===== config.mk =====
export PLATFORM = sky130hd
export DESIGN_NAME = park_allocator
export DESIGN_NICKNAME = d
export VERILOG_FILES = /design/src/rtl/park_allocator.sv
export SDC_FILE = /design/constraint.sdc
export NUM_CORES = 1
export LEC_CHECK = 0
export ABC_AREA = 1
export CORE_UTILIZATION = 30
export DETAILED_ROUTE_END_ITERATION = 7
export PLACE_DENSITY_LB_ADDON = 0.25
export SETUP_SLACK_MARGIN = 0.4
export SLEW_MARGIN = 30
export SYNTH_ARGS = -nofsm -noshare
export SYNTH_HDL_FRONTEND = slang
export SYNTH_SLANG_ARGS = --single-unit

===== constraint.sdc =====
create_clock -name clk -period 4.19 [get_ports clk]
set_input_delay 0.838 -clock clk [delete_from_list [all_inputs] [get_ports clk]]
set_output_delay 0.838 -clock clk [all_outputs]
set_load 0.01 [all_outputs]

===== src/rtl/park_allocator.sv =====
// Entry/exit manager for the 8-spot lot: allocates the lowest free spot, issues
// pattern-masked tokens, frees spots on exit, runs the gate timer and re-keys when empty.
module park_allocator #(
   parameter int         GATE_CYCLES  = 4,
   parameter logic [2:0] PATTERN_SEED = 3'b101
) (
   input  logic       clk,
   input  logic       reset,
   input  logic       enter,
   input  logic       exit,
   input  logic [2:0] park_number,
   output logic [2:0] pattern,
   output logic [2:0] token,
   output logic       token_valid,
   output logic       exit_ok,
   output logic       exit_err,
   output logic       reject,
   output logic       full,
   output logic [3:0] free_count,
   output logic       gate_open,
   output logic       busy
);

   localparam int TW = (GATE_CYCLES > 1) ? $clog2(GATE_CYCLES) : 1;

   typedef enum logic {IDLE, GATE} state_t;

   state_t        state_q, state_d;
   logic [TW-1:0] timer_q, timer_d;
   logic [7:0]    occ_q, occ_d;
   logic [2:0]    pattern_q, pattern_d;
   logic [2:0]    token_q, token_d;
   logic          token_valid_q, token_valid_d;
   logic          exit_ok_q, exit_ok_d;
   logic          exit_err_q, exit_err_d;
   logic          reject_q, reject_d;
   logic          full_q, full_d;
   logic [3:0]    free_count_q, free_count_d;
   logic          gate_open_q, gate_open_d;
   logic          busy_q, busy_d;
   logic [2:0]    spot;
   logic [3:0]    occ_ones;

   always_comb begin
      state_d       = state_q;
      timer_d       = timer_q;
      occ_d         = occ_q;
      pattern_d     = pattern_q;
      token_d       = token_q;
      token_valid_d = 1'b0;
      exit_ok_d     = 1'b0;
      exit_err_d    = 1'b0;
      reject_d      = 1'b0;
      spot          = 3'd0;
      occ_ones      = 4'd0;

      // Scan downwards so the last hit is the lowest free index.
      for (int i = 7; i >= 0; i--) begin
         if (!occ_q[i]) spot = 3'(i);
      end

      case (state_q)
         IDLE: begin
            if (exit) begin
               if (occ_q[park_number]) begin
                  occ_d[park_number] = 1'b0;
                  exit_ok_d          = 1'b1;
                  state_d            = GATE;
                  timer_d            = TW'(GATE_CYCLES - 1);
                  if (occ_d == 8'h00) pattern_d = {pattern_q[1:0], pattern_q[2] ^ pattern_q[1]};
               end else begin
                  exit_err_d = 1'b1;
               end
            end else if (enter) begin
               if (full_q) begin
                  reject_d = 1'b1;
               end else begin
                  occ_d[spot]   = 1'b1;
                  token_d       = spot ^ pattern_q;
                  token_valid_d = 1'b1;
                  state_d       = GATE;
                  timer_d       = TW'(GATE_CYCLES - 1);
               end
            end
         end
         GATE: begin
            if (timer_q == '0) state_d = IDLE;
            else               timer_d = timer_q - 1'b1;
         end
         default: state_d = IDLE;
      endcase

      for (int i = 0; i < 8; i++) begin
         occ_ones = occ_ones + 4'(occ_d[i]);
      end
      free_count_d = 4'd8 - occ_ones;
      full_d       = (occ_d == 8'hFF);
      gate_open_d  = (state_d == GATE);
      busy_d       = (state_d == GATE);
   end

   always_ff @(posedge clk) begin
      if (reset) begin
         state_q       <= IDLE;
         timer_q       <= '0;
         occ_q         <= 8'h00;
         pattern_q     <= PATTERN_SEED;
         token_q       <= 3'b000;
         token_valid_q <= 1'b0;
         exit_ok_q     <= 1'b0;
         exit_err_q    <= 1'b0;
         reject_q      <= 1'b0;
         full_q        <= 1'b0;
         free_count_q  <= 4'd8;
         gate_open_q   <= 1'b0;
         busy_q        <= 1'b0;
      end else begin
         state_q       <= state_d;
         timer_q       <= timer_d;
         occ_q         <= occ_d;
         pattern_q     <= pattern_d;
         token_q       <= token_d;
         token_valid_q <= token_valid_d;
         exit_ok_q     <= exit_ok_d;
         exit_err_q    <= exit_err_d;
         reject_q      <= reject_d;
         full_q        <= full_d;
         free_count_q  <= free_count_d;
         gate_open_q   <= gate_open_d;
         busy_q        <= busy_d;
      end
   end

   assign pattern     = pattern_q;
   assign token       = token_q;
   assign token_valid = token_valid_q;
   assign exit_ok     = exit_ok_q;
   assign exit_err    = exit_err_q;
   assign reject      = reject_q;
   assign full        = full_q;
   assign free_count  = free_count_q;
   assign gate_open   = gate_open_q;
   assign busy        = busy_q;

endmodule


## Word-level counts from Yosys, hierarchy flattened

Index checks and enable logic that the tools add are counted.

- Output and inout bits: 17
- Logic and storage cells: 81
- Register bits after elaboration: 26
- Input port bits: 7

- $lt $le $gt $ge: 4
- Muxes and demuxes: 33
- Reductions and logical operators: 10
- Bitwise logic cells: 9
- $add $sub $neg: 9
- Equal/unequal tests: 5

Operator list:

| cell | count |
|---|---|
| 2-to-1 mux 8 bit | 5 |
| 2-to-1 mux 3 bit | 8 |
| adder 4 x 1 -> 4 bit | 4 |
| AND reduction 4 bit | 3 |
| 2-to-1 mux 1 bit | 10 |
| 2-to-1 mux 2 bit | 5 |
| inequality test 3 bit (second input constant) | 3 |
| bitwise AND 8 bit | 1 |
| equality test 8 bit (second input constant) | 1 |
| logical NOT 8 bit | 1 |
| < comparator 3 x 4 -> 1 bit (second input constant) | 2 |
| NOT 8 bit | 1 |
| OR 8 bit | 1 |
| demux 1 bit (select 3 bit) | 2 |
| greater-or-equal comparator 3 x 1 -> 1 bit (second input constant) | 2 |
| OR reduction 3 bit | 2 |
| adder 3 x 1 -> 4 bit | 1 |
| NOT 1 bit | 4 |
| case mux 2 bit (2 select lines) | 1 |
| OR reduction 4 bit | 1 |
| subtractor 4 bit (first input constant) | 1 |
| adder 2 x 1 -> 3 bit | 1 |
| binary-select mux 1 bit (select 3 bit) | 1 |
| XOR 3 bit | 1 |
| other kinds (7) | 8 |

## Logic depth before layout (Yosys ltp)

- Depth after elaboration: 25
- Depth in mapped cells: 22
- Mapped depth without buffers: 22

## Worst setup path after synthesis

Ideal clock, no wire load.

- Path kind: input port to flip-flop
- From: input port park_number[0]
- To: register free_count_q[2] (netlist: free_count[2])
- Library setup time: 128 ps
- Slack: 517 ps
- Arrival time: 3545 ps
- Stages on the path: 17
- Cells stage by stage: buf_6 inv_4 nand3_1 a21oi_1 nand4_1 nand2_1 nand2_2 fa_1 inv_1 ha_1 fa_1 inv_1 fa_1 inv_1 ha_1 inv_1 nor2_1

- Elaborated cells on any way between the ends: 20
- Classes of those cells: 8 x add/sub; 2 x order compare; 7 x mux; 2 x bitwise; 1 x reduce/logical

RTL lines:

| element | RTL line | text |
|---|---|---|
| start, declared | 11 | `input logic [2:0] park_number,` |
| < comparator 3 x 4 -> 1 bit (implied by the code) / greater-or-equal comparator 3 x 1 -> 1 bit (equally long branches) | 66 | `occ_d[park_number] = 1'b0;` |
| logical AND 1 bit (implied by the code) | 66 |  |
| 2-to-1 mux 1 bit (implied by the code) | 66 |  |
| demux 1 bit (select 3 bit) | 66 |  |
| NOT 8 bit (no line) | -- |  |
| bitwise AND 8 bit (no line) | -- |  |
| 2-to-1 mux 8 bit (*) | 65 | `if (occ_q[park_number]) begin` |
| 2-to-1 mux 8 bit (*) | 64 | `if (exit) begin` |
| 2-to-1 mux 8 bit (*) | 62 | `case (state_q)` |
| net occ_d[6] | 30 | `logic [7:0] occ_q, occ_d;` |
| adder 4 x 1 -> 4 bit (*) (2 in a row) | 94 | `occ_ones = occ_ones + 4'(occ_d[i]);` |
| subtractor 4 bit (*) | 96 | `free_count_d = 4'd8 - occ_ones;` |
| net free_count_d[2] | 38 | `logic [3:0] free_count_q, free_count_d;` |
| end signal, assigned | 128 | `free_count_q <= free_count_d;` |
| end, declared | 38 |  |

The timed path passes the listed nets; every way through them passes the cells marked *. The select of a mux whose other input is x is not followed.
A chain may end at the register's enable or synchronous reset.

## Worst setup path after layout

- From: input port park_number[2]
- To: register free_count_q[2] (netlist: free_count[2])

- Longest elaborated chain between the ends: 17
- Elaborated cells on any way between the ends: 20
- Classes of those cells: 8 x add/sub; 2 x order compare; 7 x mux; 2 x bitwise; 1 x reduce/logical

Ends and longest elaborated chain:

| element | RTL line |
|---|---|
| < comparator 3 x 4 -> 1 bit (implied by the code) / greater-or-equal comparator 3 x 1 -> 1 bit (equally long branches) | 66 |
| logical AND 1 bit (implied by the code) | 66 |
| 2-to-1 mux 1 bit (implied by the code) | 66 |
| demux 1 bit (select 3 bit) | 66 |
| NOT 8 bit (no line) | -- |
| bitwise AND 8 bit (no line) | -- |
| 2-to-1 mux 8 bit (*) | 65 |
| 2-to-1 mux 8 bit (*) | 64 |
| 2-to-1 mux 8 bit (*) | 62 |
| adder 1 x 1 -> 2 bit | 94 |
| adder 2 x 1 -> 3 bit | 94 |
| adder 3 x 1 -> 4 bit | 94 |
| adder 4 x 1 -> 4 bit (3 in a row) | 94 |
| adder 4 x 1 -> 4 bit (*) | 94 |
| subtractor 4 bit (*) | 96 |
| net free_count_d[2] | 38 |

Marks and branches as above.

==> flow_metrics.tcl <==
set metrics [dict create \
    worstPathArrival_ns 3.75 \
    ys.flop_type "dfxtp_1" \
    numCtsBuffers 3 \
    cts.htree.levels 1 \
    routed_wirelength_microns 4070 \
    p_total_uw 623 \
    finalMaxSlewViolations 0 \
    synth_top_area_share 0.309 \
    die_h_microns 76.9 \
    placementRows 26 \
    p_per_area_nw_per_um2 274 \
    vias 1614 \
    die_area_sq_um 5920 \
    grt_antenna_before_repair 0 \
    cts_tree "built" \
    timing.final.crit_period_ns 3.60 \
    dpl_cell_area_sq_um 2120 \
    cts_num_sinks 26 \
    core_area_sq_um 5270 \
    finalNetCount 306 \
    path_cells "dlygate4sd2_1 > inv_2 > nand3_2 > a21oi_2 > nand4_1 > nand2_1 > and2_4 > fa_1 > ha_2 > fa_1 > inv_2 > fa_2 > inv_1 > ha_1 > inv_1 > nor2_1" \
    postCtsHoldBufs 0 \
    dpl.hpwl_microns 3120 \
    postSynth.asyncResetShare 0 \
    overflow 0 \
    io_pins 24 \
    grt_pass1_wl_microns 6910 \
    hold_class "reg -> reg" \
    layout-drive-gt1-share 0.285 \
    fin_setup_tns_ns 0 \
    wire_per_inst_microns 11.4 \
    grt_max_degree 16 \
    cp_slowest_cell "fa_1" \
    area_growth_pct 34.9 \
    cts_root_buf "clkbuf_8" \
    fin_skew_ns 0.00209 \
    fp.dieW_microns 76.9 \
    numPortBuffers 23 \
    drtIter0Drc 171 \
    synth_top_cell_by_area "dfxtp_1" \
    hold_viol_final 0 \
    clkTransAtPathRegs_ns 0.09 \
    synthesis.instances 242 \
    via_per_inst 4.51 \
    timing.hold.ws_ns 0.535 \
    grt_use_total 0.146 \
    crit_type "in -> reg" \
    period_share 0.860 \
    power.leakage_uw 0.000995 \
    initial_core_util 0.320 \
    worstMarginPinSlew_ns 0.470 \
    maxCapViolations 0 \
    clk_latency_ns 0.27 \
    cpPeakStageDelay_ns 0.49 \
    ant_nets 0 \
    status "complete, no violations" \
    ys_warn_count 0 \
    start_kind "primary input" \
    slew_headroom 0.686 \
    ys_ff_latch 26 \
    required_ns 4.34 \
    setup_viol 0 \
    fmax_mhz 277 \
    grt_setup_unrepaired "no" \
    syn_nets 259 \
    fillers 563 \
    cp_max_fo 7 \
    final_cell_area_sq_um 2270 \
    drc 0 \
    dr.pass1.iters 4 \
    avgSynthCellArea_sq_um 6.96 \
    synth_sequential_area_ratio 0.309 \
    syn-cell-area_sq_um 1680 \
    ctsLongestPathBuffers 2 \
    setup_ws_ns 0.586 \
    grt_pass1_vias 1509 \
    place_ws_ns -0.188 \
    synth_cell_type_count 32 \
    antenna_cells 0 \
    synth_edf_count 0 \
    post_synth_main_area_contributors "dfxtp_1 31%, nand2_1 13%, inv_1 7.4%" \
    worst_setup_path_end_kind "flip-flop" \
    peakVddDrop_v 0.000191 \
    gp_congestion 0.842 \
]
-- path summary, 6_finish.rpt --
kind                       start             to  slack, ns  depth (start not counted)
setup / recovery  park_number[2]  free_count[2]       0.59                         16
hold / removal        timer_q[0]     timer_q[0]       0.54                          3
setup reg to reg        occ_q[6]  free_count[2]       0.74                         21
hold reg to reg       timer_q[0]     timer_q[0]       0.54                          3
-- critical path: cells and delay by family --
kind	cells	cell delay, ns
AO/OA/AOI/OAI	1	0.18
adder cells (fa/ha/maj)	5	1.65
buffers and inverters	5	0.56
AND/OR/NAND/NOR	5	0.52
-- power breakdown --
part | internal [uW] | total, uW | leakage [uW] | switching (uW)
registers | 262 | 275 | 0.000213 | 13.0
clock network | 128 | 209 | 0.0000357 | 81.6
logic | 65.9 | 138 | 0.000747 | 72.1
total | 456 | 623 | 0.000995 | 167
-- layout by cell type (no fill, tap or decap), drive strengths merged --
cell type       n
xor2            2
nor3            1
dlygate4sd2     3
o31ai           2
clkbuf          4
bufinv          1
clkdlybuf4s15   1
clkdlybuf4s50  18
buf            25
or2             1
nor2           34
o211ai          1
and2            3
a21boi          1
nand2          65
inv            40
nand4           8
ha              6
o21ai           9
dfxtp          26
nand3          21
a31oi           1
fa              4
xnor2           2
a21oi           9
-- registers in the layout, summed over array words and instances (netlist names) --
register / flops
occ_q: 8
free_count: 4
pattern: 3
token: 3
timer_q: 2
busy: 1
exit_err: 1
exit_ok: 1
full: 1
reject: 1
token_valid: 1
-- per-stage QoR --
| step | utilization | std cells |
|---|---|---|
| after floorplan | - | 242 |
| after global placement | 0.403 | 351 |
| after detailed placement | 0.403 | 351 |
| after CTS | 0.426 | 357 |
| after global routing | 0.431 | 358 |
| final | 0.431 | 358 |
-- what timing repair did --
| action | 4_1_cts | 5_1_grt |
|---|---|---|
| endpoints found under the setup margin | 3 | 2 |
| gates cloned | 1 | 0 |
| resized for setup | 23 | 10 |
| buffers inserted | 1 | 1 |
| endpoints found under the hold margin | 0 | 0 |
| pin swaps | 2 | 7 |
-- cells in the mapped netlist (all sizes together), types with 2 or more instances --
| library cell | n |
|---|---|
| a21oi | 9 |
| fa | 4 |
| nand4 | 8 |
| buf | 4 |
| o21ai | 9 |
| nor2 | 34 |
| ha | 6 |
| and2 | 3 |
| nand3 | 21 |
| xnor2 | 2 |
| dfxtp | 26 |
| nand2 | 65 |
| clkbuf | 2 |
| xor2 | 2 |
| o31ai | 2 |
| inv | 40 |
-- routing by layer --
metal / wire length, microns / GRT usage / vias up
met5: 0 / 0 / -
li1: - / - / 851
met1: 2030 / 0.186 / 725
met3: 126 / 0.0286 / 4
met2: 1870 / 0.253 / 34
met4: 45 / 0.0327 / 0
-- cell type report --
cell class,count,area [sq um],area share
Sequential cell,26,520,0.229
Multi-Input combinational cell,170,1030,0.452
Clock buffer,3,41.3,0.0182
Timing Repair Buffer,48,412,0.181
Tap cell,70,87.6,0.0385
Clock inverter,1,30.0,0.0132
Inverter,40,155,0.0683
-- logic make-up after synthesis --
logic type	share of synthesized area
flip-flops	0.309
XOR/XNOR	0.0208
adder cells (fa/ha/maj)	0.0921
AO/OA/AOI/OAI	0.0825
buffers and inverters	0.117
AND/OR/NAND/NOR	0.378
No activity file was read; power rests on OpenSTA's default activity.
